`config.mk`:
```
export PLATFORM = sky130hd
export DESIGN_NAME = mouse_event_ctrl
export DESIGN_NICKNAME = d
export VERILOG_FILES = /design/src/rtl/mouse_event_ctrl.sv
export SDC_FILE = /design/constraint.sdc
export NUM_CORES = 1
export LEC_CHECK = 0
export BUFFER_PORTS_ARGS = -buffer_cell sky130_fd_sc_hd__buf_2
export CORE_AREA = 2 2 124 126
export DETAILED_ROUTE_END_ITERATION = 8
export DIE_AREA = 0 0 126 128
export PLACE_DENSITY = 0.72
export SLEW_MARGIN = 5
export SYNTH_ARGS = -nofsm -noshare
export SYNTH_HDL_FRONTEND = slang
export SYNTH_SLANG_ARGS = --single-unit
export TNS_END_PERCENT = 20
```
`constraint.sdc`:
```
create_clock -name pclk -period 7.8 [get_ports pclk]
set_input_delay 1.56 -clock pclk [delete_from_list [all_inputs] [get_ports pclk]]
set_output_delay 1.56 -clock pclk [all_outputs]
set_load 0.05 [all_outputs]
```
`src/rtl/mouse_event_ctrl.sv`:
```
// Mouse front end in the pclk domain: position clamp, button debounce,
// click/drag classification and a single-entry valid/ready event slot.
module mouse_event_ctrl #(
   parameter int DEBOUNCE_CYC = 4,
   parameter int DRAG_THRESH  = 4,
   parameter int XMAX         = 799,
   parameter int YMAX         = 599
) (
   input  logic        pclk,
   input  logic        rst,
   input  logic [11:0] xpos,
   input  logic [11:0] ypos,
   input  logic        left,
   input  logic        right,
   output logic [11:0] xpos_clamp,
   output logic [11:0] ypos_clamp,
   output logic        dragging,
   output logic        evt_valid,
   input  logic        evt_ready,
   output logic [1:0]  evt_type,
   output logic [11:0] evt_x,
   output logic [11:0] evt_y,
   output logic [11:0] evt_x0,
   output logic [11:0] evt_y0,
   output logic        evt_overflow,
   input  logic        clr_overflow
);

   typedef enum logic [1:0] {S_IDLE = 2'd0, S_PRESSED = 2'd1, S_DRAG = 2'd2} state_t;

   localparam logic [1:0] EVT_CLICK_L    = 2'd0;
   localparam logic [1:0] EVT_CLICK_R    = 2'd1;
   localparam logic [1:0] EVT_DRAG_START = 2'd2;
   localparam logic [1:0] EVT_DRAG_END   = 2'd3;

   // Returns {next debounced level, next counter}.
   function automatic logic [8:0] deb_next(input logic raw, input logic db, input logic [7:0] cnt);
      if (raw == db) begin
         return {db, 8'd0};
      end else if (cnt == 8'(DEBOUNCE_CYC - 1)) begin
         return {raw, 8'd0};
      end else begin
         return {db, cnt + 8'd1};
      end
   endfunction

   function automatic logic [12:0] abs_diff(input logic [11:0] a, input logic [11:0] b);
      logic signed [12:0] d;
      d = $signed({1'b0, a}) - $signed({1'b0, b});
      if (d[12]) begin
         return $unsigned(-d);
      end else begin
         return $unsigned(d);
      end
   endfunction

   state_t      state_q, state_d;
   logic [11:0] xc_q, xc_d, yc_q, yc_d;
   logic [11:0] x0_q, x0_d, y0_q, y0_d;
   logic        dbl_q, dbl_d, dbr_q, dbr_d, dbl_prev_q, dbr_prev_q;
   logic [7:0]  cntl_q, cntl_d, cntr_q, cntr_d;
   logic        drag_q, drag_d, vld_q, vld_d, ovf_q, ovf_d;
   logic [1:0]  typ_q, typ_d;
   logic [11:0] ex_q, ex_d, ey_q, ey_d, ex0_q, ex0_d, ey0_q, ey0_d;

   logic        rise_l_s, fall_l_s, rise_r_s, thresh_s, can_load_s, set_ovf_s;
   logic        l_evt_s;
   logic [1:0]  l_typ_s;
   logic [11:0] l_x_s, l_y_s, l_x0_s, l_y0_s;

   // Next-state logic: clamp, debounce, left-button FSM and event slot.
   always_comb begin
      state_d = state_q;
      x0_d    = x0_q;
      y0_d    = y0_q;
      vld_d   = vld_q;
      typ_d   = typ_q;
      ex_d    = ex_q;
      ey_d    = ey_q;
      ex0_d   = ex0_q;
      ey0_d   = ey0_q;
      l_evt_s = 1'b0;
      l_typ_s = EVT_CLICK_L;
      l_x_s   = x0_q;
      l_y_s   = y0_q;
      l_x0_s  = x0_q;
      l_y0_s  = y0_q;
      set_ovf_s = 1'b0;

      xc_d = (xpos > 12'(XMAX)) ? 12'(XMAX) : xpos;
      yc_d = (ypos > 12'(YMAX)) ? 12'(YMAX) : ypos;

      {dbl_d, cntl_d} = deb_next(left, dbl_q, cntl_q);
      {dbr_d, cntr_d} = deb_next(right, dbr_q, cntr_q);

      rise_l_s = dbl_q & ~dbl_prev_q;
      fall_l_s = ~dbl_q & dbl_prev_q;
      rise_r_s = dbr_q & ~dbr_prev_q;
      thresh_s = (abs_diff(xc_q, x0_q) > 13'(DRAG_THRESH)) ||
                 (abs_diff(yc_q, y0_q) > 13'(DRAG_THRESH));

      case (state_q)
         S_IDLE: begin
            if (rise_l_s) begin
               x0_d    = xc_q;
               y0_d    = yc_q;
               state_d = S_PRESSED;
            end else begin
               state_d = S_IDLE;
            end
         end
         S_PRESSED: begin
            // A release wins over crossing the drag threshold in the same cycle.
            if (fall_l_s) begin
               l_evt_s = 1'b1;
               l_typ_s = EVT_CLICK_L;
               state_d = S_IDLE;
            end else if (thresh_s) begin
               l_evt_s = 1'b1;
               l_typ_s = EVT_DRAG_START;
               state_d = S_DRAG;
            end else begin
               state_d = S_PRESSED;
            end
         end
         S_DRAG: begin
            if (fall_l_s) begin
               l_evt_s = 1'b1;
               l_typ_s = EVT_DRAG_END;
               l_x_s   = xc_q;
               l_y_s   = yc_q;
               state_d = S_IDLE;
            end else begin
               state_d = S_DRAG;
            end
         end
         default: begin
            state_d = S_IDLE;
         end
      endcase

      drag_d = (state_d == S_DRAG);

      can_load_s = ~vld_q | evt_ready;
      if (vld_q && evt_ready) begin
         vld_d = 1'b0;
      end else begin
         vld_d = vld_q;
      end

      if (l_evt_s) begin
         if (can_load_s) begin
            vld_d = 1'b1;
            typ_d = l_typ_s;
            ex_d  = l_x_s;
            ey_d  = l_y_s;
            ex0_d = l_x0_s;
            ey0_d = l_y0_s;
         end else begin
            set_ovf_s = 1'b1;
         end
         if (rise_r_s) begin
            set_ovf_s = 1'b1;
         end else begin
            set_ovf_s = set_ovf_s;
         end
      end else if (rise_r_s) begin
         if (can_load_s) begin
            vld_d = 1'b1;
            typ_d = EVT_CLICK_R;
            ex_d  = xc_q;
            ey_d  = yc_q;
            ex0_d = xc_q;
            ey0_d = yc_q;
         end else begin
            set_ovf_s = 1'b1;
         end
      end else begin
         set_ovf_s = 1'b0;
      end

      if (set_ovf_s) begin
         ovf_d = 1'b1;
      end else if (clr_overflow) begin
         ovf_d = 1'b0;
      end else begin
         ovf_d = ovf_q;
      end
   end

   // State registers with asynchronous active-low reset.
   always_ff @(posedge pclk or negedge rst) begin
      if (!rst) begin
         state_q    <= S_IDLE;
         xc_q       <= 12'd0;
         yc_q       <= 12'd0;
         x0_q       <= 12'd0;
         y0_q       <= 12'd0;
         dbl_q      <= 1'b0;
         dbr_q      <= 1'b0;
         dbl_prev_q <= 1'b0;
         dbr_prev_q <= 1'b0;
         cntl_q     <= 8'd0;
         cntr_q     <= 8'd0;
         drag_q     <= 1'b0;
         vld_q      <= 1'b0;
         ovf_q      <= 1'b0;
         typ_q      <= 2'd0;
         ex_q       <= 12'd0;
         ey_q       <= 12'd0;
         ex0_q      <= 12'd0;
         ey0_q      <= 12'd0;
      end else begin
         state_q    <= state_d;
         xc_q       <= xc_d;
         yc_q       <= yc_d;
         x0_q       <= x0_d;
         y0_q       <= y0_d;
         dbl_q      <= dbl_d;
         dbr_q      <= dbr_d;
         dbl_prev_q <= dbl_q;
         dbr_prev_q <= dbr_q;
         cntl_q     <= cntl_d;
         cntr_q     <= cntr_d;
         drag_q     <= drag_d;
         vld_q      <= vld_d;
         ovf_q      <= ovf_d;
         typ_q      <= typ_d;
         ex_q       <= ex_d;
         ey_q       <= ey_d;
         ex0_q      <= ex0_d;
         ey0_q      <= ey0_d;
      end
   end

   assign xpos_clamp   = xc_q;
   assign ypos_clamp   = yc_q;
   assign dragging     = drag_q;
   assign evt_valid    = vld_q;
   assign evt_type     = typ_q;
   assign evt_x        = ex_q;
   assign evt_y        = ey_q;
   assign evt_x0       = ex0_q;
   assign evt_y0       = ey0_q;
   assign evt_overflow = ovf_q;

endmodule

```
==> results.py <==
metrics = {
    "global_route": {
        "grt_antenna_before_repair": 1,
        "first_pass_grt_wire_length_um": 30400,
        "global_route.usage.total_pct": 23.9,
        "global_route.overflow_total": 0,
        "pin_count_of_the_biggest_net_entering_global_routing": 75,
        "first_global_vias": 5928,
    },
    "cts": {
        "cts_tree": "yes",
        "cts_max_level": 4,
        "clock-root-buffer": "sky130_fd_sc_hd__clkbuf_16",
        "number_of_buffers_created_by_cts": 17,
        "post-cts-setup-buffers": 0,
        "cts_repair_resizes": 0,
        "worst_setup_hold_path_clk_slew_ns": 0.05,
        "cts_hold_buffers": 0,
        "worstSkewPairLatency_ns": 0.42,
        "max-clock-path-buffers": 2,
        "cts.sink_count": 123,
    },
    "die": {
        "initial_core_util_pct": 50.6,
        "die_area_um2": 16100,
        "coreArea_um2": 14900,
        "die_x_um": 126,
        "floorplan.rows": 45,
        "ios": 107,
        "die_height_um": 128,
    },
    "logic_synthesis": {
        "synth-warning-count": 0,
        "yosysTopAreaCell": "sky130_fd_sc_hd__dfrtp_1",
        "synth_edf_count": 0,
        "synth_cell_type_count": 72,
        "avg_cell_area_syn_um2": 10.1,
        "syn_area_um2": 7520,
        "portion_of_synthesized_cell_area_occupied_by_the_leading_cell_type_pct": 40.9,
        "netlist_instances": 743,
        "yosysSeqAreaShare_pct": 40.9,
        "most_area_consuming_cells_after_synthesis": "sky130_fd_sc_hd__dfrtp_1, sky130_fd_sc_hd__mux2_2, sky130_fd_sc_hd__ha_1",
        "ys_ff_latch": 123,
        "postSynth.asyncResetShare_pct": 100,
        "ys_dominant_reg_cell": "sky130_fd_sc_hd__dfrtp_1",
    },
    "setup_path": {
        "critPathLaunchType": "flip-flop",
        "path_max_fanout": 50,
        "setup.worst_path.class": "flip-flop to flip-flop",
        "r2r_setup_slack_ns": 3.08,
        "critical_path.endpoint": "evt_y[8]",
        "worst_r2r_startpoint": "ypos_clamp[0]",
        "crit_arrival_ns": 5.02,
        "worst-endpoint-required_ns": 8.10,
        "ff_to_ff_path_depth": 14,
        "critical_path.reg2reg.endpoint": "evt_y[8]",
        "worstSetupEndpointType": "flip-flop",
        "setup.worst_path.start": "ypos_clamp[0]",
    },
    "cells_and_area": {
        "layout_commonest_cell": "sky130_fd_sc_hd__dfrtp_1",
        "finish.net_count": 917,
        "relative_area_change_from_synthesis_to_final_layout_pct": 17.9,
        "seqCellArea_um2": 3080,
        "layout.filler_cells": 1286,
        "final_cell_mix": "sky130_fd_sc_hd__dfrtp_1, sky130_fd_sc_hd__buf_2, sky130_fd_sc_hd__nor2_1",
        "multi_input_comb_area_um2": 4190,
        "final_layout_size_suffix_gt1_share_pct": 27.3,
        "final-instance-count-excl-fill": 1055,
    },
    "sta": {
        "final.setup.tns_ns": 0,
        "achievable-frequency_ghz": 0.212,
        "slew_headroom_pct": 27.3,
        "timing_worst_slew_pin_value_ns": 1.09,
        "finish_stage_setup_viols": 0,
        "rsz0062_at_grt": "no",
        "finalHoldViolCount": 0,
        "maxSlewViolCount": 0,
        "final.setup.worst_slack_ns": 3.08,
        "holdWs_ns": 0.443,
        "fin_crit_sh_pct": 60.5,
        "timing.final.crit_period_ns": 4.72,
        "skew_ns": 0.0114,
    },
    "route": {
        "drc": 0,
        "detailedRoute.firstIterationViolations": 372,
        "routed_vias_inst": 5.81,
        "per_cell_routed_wire_length_um": 18.1,
        "detailroute.via_count": 6132,
        "final_wl_um": 19000,
        "drt.antenna.violating_nets": 0,
        "drt_first_pass_iters": 5,
    },
    "hold_path": {
        "worst_min_delay_path_category": "flip-flop to flip-flop",
        "min_from": "dbr_q",
    },
    "placed_design": {
        "place_congestion": 0.904,
        "dpl_worst_slack_ns": 3.14,
        "place.detailed.hpwl_um": 13300,
        "io_buffer_count": 106,
        "post-place-cells": 1022,
    },
    "status": {
        "outcome": "complete, no violations",
    },
    "flow_run": {
        "cap_violations": 0,
    },
}
registers in the layout, indices dropped and copies added, names as in the netlist, 2 cells and up:
register	cells
evt_x0	12
evt_x	12
evt_y0	12
evt_y	12
l_x0_s	12
l_y0_s	12
xpos_clamp	12
ypos_clamp	12
cntl_q	8
cntr_q	8
evt_type	2
state_q	2
Yosys cell counts (all sizes together) (2+ instances only):
| cell type | count |
|---|---|
| dfrtp | 123 |
| mux2 | 71 |
| nor2 | 68 |
| nand2 | 56 |
| o21ai | 44 |
| inv | 40 |
| ha | 32 |
| a21oi | 23 |
| o221a | 22 |
| nor3 | 20 |
| xor2 | 16 |
| clkbuf | 15 |
| nand3 | 14 |
| nand2b | 13 |
| xnor2 | 12 |
| and2 | 11 |
| or2 | 11 |
| a211oi | 10 |
| and3 | 10 |
| buf | 10 |
| o211ai | 8 |
| o21a | 8 |
| or3 | 8 |
| a211o | 7 |
| nand4 | 7 |
| a21o | 6 |
| o31ai | 6 |
| a2bb2oi | 5 |
| mux2i | 5 |
| nor2b | 5 |
| nor4 | 4 |
| nor4b | 4 |
| o2111ai | 4 |
| nand3b | 3 |
| o211a | 3 |
| o21bai | 3 |
| o22ai | 3 |
| o311ai | 3 |
| or4 | 3 |
| a311oi | 2 |
| fa | 2 |
| nand4b | 2 |
| o31a | 2 |
| o32a | 2 |
worst min path at each step:
stage                     cells past startpoint    endpoint  slack (ns)
after floorplan                               0  dbr_prev_q        0.40
after global placement                        0  dbr_prev_q        0.42
after detailed placement                      0  dbr_prev_q        0.43
after CTS                                     0  dbr_prev_q        0.44
after global routing                          0  dbr_prev_q        0.46
final                                         0  dbr_prev_q        0.44
kinds of logic after synthesis:
| group | share of synthesized area (%) |
|---|---|
| muxes | 12.5 |
| adders and majority gates | 5.85 |
| and+or+nand+nor | 16.0 |
| other | 0.0498 |
| DFF | 40.9 |
| xor gates and xnor gates | 3.26 |
| buffers and inverters | 3.61 |
| AOI/OAI and AO/OA | 17.8 |
per-stage QoR:
| step | instance area (um^2) | utilization [%] |
|---|---|---|
| global route | 8870 | 59.7 |
| global placement | 8240 | 55.4 |
| floorplan | 7530 | - |
| finish | 8870 | 59.7 |
| CTS | 8870 | 59.6 |
| detailed placement | 8240 | 55.4 |
routing by layer:
metal | vias to the layer above | part of all wire [%] | track usage, %
met5 | - | 0 | 0
met4 | 0 | 2.0 | 8.60
met3 | 26 | 4.8 | 4.97
met2 | 156 | 46 | 36.9
met1 | 3022 | 47 | 33.5
li1 | 2928 | - | -
final cells by class:
| cell class | count | share of cell area (%) |
|---|---|---|
| Multi-Input combinational cell | 558 | 47.2 |
| Sequential cell | 123 | 34.7 |
| Timing Repair Buffer | 113 | 6.60 |
| Clock buffer | 20 | 5.26 |
| Tap cell | 188 | 2.65 |
| Clock inverter | 12 | 1.82 |
| Inverter | 40 | 1.69 |
| Antenna cell | 1 | 0.0282 |
worst max-delay path, stage by stage, from the launching register on:
cell and delay (ns):
sky130_fd_sc_hd__dfrtp_1 0.39, sky130_fd_sc_hd__inv_1 0.08, sky130_fd_sc_hd__ha_1 0.23, sky130_fd_sc_hd__fa_1 0.41, sky130_fd_sc_hd__nand2b_1 0.20, sky130_fd_sc_hd__a211oi_2 0.33, sky130_fd_sc_hd__o32a_1 0.24, sky130_fd_sc_hd__xnor2_1 0.24
sky130_fd_sc_hd__nand4b_1 0.17, sky130_fd_sc_hd__mux2_2 0.31, sky130_fd_sc_hd__o41ai_2 0.30, sky130_fd_sc_hd__o211ai_1 0.15, sky130_fd_sc_hd__or4_4 0.46, sky130_fd_sc_hd__o311a_4 0.66, sky130_fd_sc_hd__mux2_4 0.41
Power is not shown: default switching activity piles up to over one toggle a cycle in this logic, so the estimate is an artifact.
